==> src/rtl/coin_conditioner.sv <==
// Coin sensor front end: synchronizes and debounces the nickel/dime sensors, queues
// one coin per channel and issues single-cycle pulses to the vending FSM.
module coin_conditioner #(
  parameter int unsigned SYNC_STAGES = 2,
  parameter int unsigned DEBOUNCE    = 16
) (
  input  logic clock,
  input  logic reset,
  input  logic nickel_in,
  input  logic dime_in,
  input  logic dispense,
  output logic nickel,
  output logic dime,
  output logic reject
);

  localparam int unsigned CW = $clog2(DEBOUNCE + 1);
  localparam logic [CW-1:0] CNT_LAST = CW'(DEBOUNCE - 1);

  // Channel index 0 is the nickel sensor, 1 is the dime sensor.
  logic [1:0] sensor;
  logic [1:0] rise_c;
  logic [1:0] pend;
  logic [1:0] grant_c;
  logic       issue_c;

  assign sensor = {dime_in, nickel_in};

  for (genvar i = 0; i < 2; i++) begin : g_chan
    logic [SYNC_STAGES-1:0] sync;
    logic                   deb;
    logic [CW-1:0]          cnt;

    // Synchronizer and debouncer: deb follows the synchronized level only after
    // it has disagreed with deb for DEBOUNCE consecutive cycles.
    always_ff @(posedge clock or negedge reset) begin
      if (!reset) begin
        sync <= '0;
        deb  <= 1'b0;
        cnt  <= '0;
      end else begin
        sync <= {sync[SYNC_STAGES-2:0], sensor[i]};
        if (sync[SYNC_STAGES-1] == deb) begin
          cnt <= '0;
        end else if (cnt == CNT_LAST) begin
          deb <= ~deb;
          cnt <= '0;
        end else begin
          cnt <= cnt + CW'(1);
        end
      end
    end

    // Coin event: deb is about to rise on this edge.
    assign rise_c[i] = !deb && sync[SYNC_STAGES-1] && (cnt == CNT_LAST);
  end

  // Issue arbiter: dime first, never while dispensing or right after a pulse.
  always_comb begin
    issue_c = (|pend) && !dispense && !nickel && !dime;
    grant_c = 2'b00;
    if (issue_c) begin
      grant_c = pend[1] ? 2'b10 : 2'b01;
    end
  end

  always_ff @(posedge clock or negedge reset) begin
    if (!reset) begin
      pend   <= 2'b00;
      nickel <= 1'b0;
      dime   <= 1'b0;
      reject <= 1'b0;
    end else begin
      nickel <= grant_c[0];
      dime   <= grant_c[1];
      // A new event on a channel whose coin is being issued simply re-arms it.
      reject <= |(rise_c & pend & ~grant_c);
      pend   <= rise_c | (pend & ~grant_c);
    end
  end

endmodule

==> config.mk <==
export PLATFORM = sky130hd
export DESIGN_NAME = coin_conditioner
export DESIGN_NICKNAME = d
export VERILOG_FILES = /design/src/rtl/coin_conditioner.sv
export SDC_FILE = /design/constraint.sdc
export NUM_CORES = 1
export LEC_CHECK = 0
export ABC_AREA = 1
export ABC_CLOCK_PERIOD_IN_PS = 1000
export CAP_MARGIN = 20
export CORE_UTILIZATION = 48
export DETAILED_ROUTE_END_ITERATION = 12
export PLACE_DENSITY = 0.76
export SETUP_SLACK_MARGIN = 0.05
export SLEW_MARGIN = 20
export SYNTH_ARGS = -nofsm -noshare
export SYNTH_HDL_FRONTEND = slang
export SYNTH_SLANG_ARGS = --single-unit
==> constraint.sdc <==
create_clock -name clock -period 1 [get_ports clock]
set_input_delay 0.15 -clock clock [delete_from_list [all_inputs] [get_ports clock]]
set_output_delay 0.15 -clock clock [all_outputs]
set_load 0.05 [all_outputs]
==> flow_summary.toml <==
[worst_setup_path]
path_cells = "ha_2 > nand2_2 > inv_2 > nand3_4 > o21ai_2 > nand2_1"
crit_path_max_incr_delay_ps = 380
cp_max_fo = 5
worst-setup-path-type = "register to register"
path_buf_inv = 1
endpoint_kind = "register"
cp-start-kind = "register"
crit_family = "flip-flops"
r2r_start = "g_chan[1].cnt[1]"
cp_slowest_cell = "dfrtp_1"
required_ps = 1220
worstPathArrival_ps = 1280
cp-startpoint = "g_chan[1].cnt[1]"

[timing]
finalWorstSetupSlack_ps = -64.9
worst_pin_slew_ps = 284
period_needed_ps = 1060
setup_viol = 15
drv_slew = 0
setup-tns-final_ps = -444
rsz0062_at_grt = "true"
post-route-period-util = 1.06
finalHoldViolCount = 0
max_freq_ghz = 0.939
slew_headroom = 0.811
skew_ps = 9.49

[clocking]
cts-root-buf = "clkbuf_4"
clock_path_buffers = 2
htreeDepth = 1
clock_latency_ps = 310
clk_pin_slew_ps = 120
cts_made_buffers = 3
clock_sinks = 21
cts_tree = "yes"

[hold_path]
worst_hold_path_type = "input port to async pin"

[place]
place_inst = 125
finalWeightedCongestion = 0.766
io_buffers = 7
post-dp-hpwl_microns = 1010

[layout]
antenna_cells = 0
finish.utilization = 0.721
regArea_sq_um = 528
drive_gt1_frac = 0.417
final_cells = 133
multi_input_area_sq_um = 388
layout-area-overhead-vs-synth_pct = 40.8
nFillCells = 124
final_nets = 118

[yosys]
yosys.area_share.simple = 0.199
yosys_warnings = 0
synthAdderAreaFrac = 0.0572
synth-compound-area-share = 0.0415
yosys.area_share.xor_xnor = 0.0200
syn_nets = 98
avgSynthCellArea_sq_um = 9.83
synth_seq_cells = 21
syn_inst = 89
synthDistinctLibCells = 15
synth_top_family_by_area = "simple AND/OR/NAND/NOR gates"
synthMuxAreaShare = 0
syn_area_sq_um = 875
synth-seq-area-share = 0.601

[global_routing]
grt_usage = 0.185
grt_antenna_before_repair = 0
grt_max_degree = 19
grt_pass1_wl_microns = 2560
grt_pass1_vias = 616
grt.overflow.total = 0

[floorplanning]
core_area_sq_um = 1710
rows = 15
die_x_microns = 44.7
die_y_microns = 44.7
start_util = 0.512
die_area_sq_um = 2000
ios = 8

[routing]
drt-initial-drc-count = 10
dr_total_vias = 629
vias_per_cell = 4.73
totalWireLength_microns = 1560
drc = 0
dr.pass1.iters = 4
ant_nets = 0
wire_per_inst_microns = 11.7

[power_and_ir_drop]
seqPwrFrac = 0.582
p_comb_frac = 0.166
powerDensity_nw_per_um2 = 1320
p_sw_uw = 442
power_mw = 1.62
netSwitchingFraction = 0.272
worst_ir_drop_vdd_v = 0.000825
power_leakage_nw = 0.609
internal-power_mw = 1.18
power_frac_clock = 0.253

[run]
max-cap-violations = 0

[status]
violations = "negative setup slack"
outcome = "finished with violations"
==> final cells by class <==
class / instances / area share
Sequential cell: 21 / 0.429
Multi-Input combinational cell: 49 / 0.315
Timing Repair Buffer: 15 / 0.146
Inverter: 19 / 0.0620
Tap cell: 25 / 0.0254
Clock buffer: 3 / 0.0183
Clock inverter: 1 / 0.00407
==> timing repair <==
action,in CTS,in global routing
pin swaps,6,4
resized for setup,17,9
hold buffers,0,0
setup buffers,4,0
endpoints found under the setup margin,18,18
==> worst register-to-register path, stage by stage (launching register included) <==
cell,delay [ps]
dfrtp_1,380
ha_2,180
nand2_2,50
inv_2,70
nand3_4,100
o21ai_2,140
nand2_1,60
==> routing by layer <==
layer / track usage / vias up / wire (microns) / part of all wire
met2: 0.315 / 11 / 792 / 0.51
met3: 0.0531 / 3 / 45 / 0.029
li1: - / 312 / - / -
met5: 0 / - / 0 / 0
met1: 0.207 / 303 / 700 / 0.45
met4: 0.103 / 0 / 21 / 0.013
==> kinds of logic (layout without fill, tap and decap cells) <==
family,after synthesis,in the layout
flip-flops,21,21
XOR/XNOR,2,2
AND/OR/NAND/NOR,37,37
adder cells (fa/ha/maj),4,4
AO/OA/AOI/OAI,6,6
buffers and inverters,19,38
==> registers in the layout (all words and copies together) (netlist names) <==
name and count:
g_chan.cnt 10, g_chan.sync 4, nickel 1, reject 1
dime 1, pend 2, g_chan.deb 2
==> path summary, 6_finish.rpt <==
path,cells past startpoint,to,slack [ps]
hold / removal,1,g_chan[0].deb,60
min in group clock,1,g_chan[0].sync[0],260
hold reg to reg,0,g_chan[0].sync[1],360
max in group asynchronous,2,dime,580
setup / recovery,6,g_chan[1].deb,-60
setup reg to reg,6,g_chan[1].deb,-60
==> power groups by stage <==
stage               logic (mW)  clock network, mW  registers (mW)
finish                   0.269              0.410           0.944
global route             0.296              0.453           0.949
CTS                      0.260              0.422           0.943
detailed placement       0.217                  0           0.957
global placement         0.207                  0           0.952
floorplan               0.0953                  0           0.969
==> metrics by stage <==
| stage | hold slack (ps) | area, sq um | setup slack (ps) |
|---|---|---|---|
| 2_1_floorplan | -146 | 916 | -14.0 |
| 5_1_grt | 56.2 | 1230 | -132 |
| 4_1_cts | 54.7 | 1210 | -63.0 |
| 3_5_place_dp | 335 | 1090 | -129 |
| 6_report | 55.1 | 1230 | -64.9 |
| 3_3_place_gp | 333 | 1090 | -97.4 |
==> cells in the mapped netlist <==
cell type / count / area, sq um
o21ai_1: 3 / 15.0
nand3_4: 1 / 17.5
inv_2: 1 / 3.75
o21ai_0: 2 / 10.0
xor2_1: 2 / 17.5
nand4_2: 1 / 12.5
nor2_1: 13 / 48.8
o21bai_2: 1 / 11.3
ha_1: 4 / 50.1
nand2_1: 14 / 52.6
nand3_1: 6 / 30.0
inv_1: 18 / 67.6
nor2_2: 1 / 6.26
nand4_1: 1 / 6.26
dfrtp_1: 21 / 526
==> placed cells by master, fill, tap and decap left out, types with 3 or more instances in the layout <==
cell type	synthesis	layout
buf_12	0	4
buf_4	0	5
clkbuf_4	0	3
clkdlybuf4s50_1	0	4
dfrtp_1	21	19
ha_4	0	3
inv_1	18	13
inv_2	1	4
nand2_1	14	9
nand2_2	0	4
nand3_1	6	4
nor2_1	13	9
nor2_2	1	4
o21ai_2	0	3
Power figures use the tool's default switching activity.
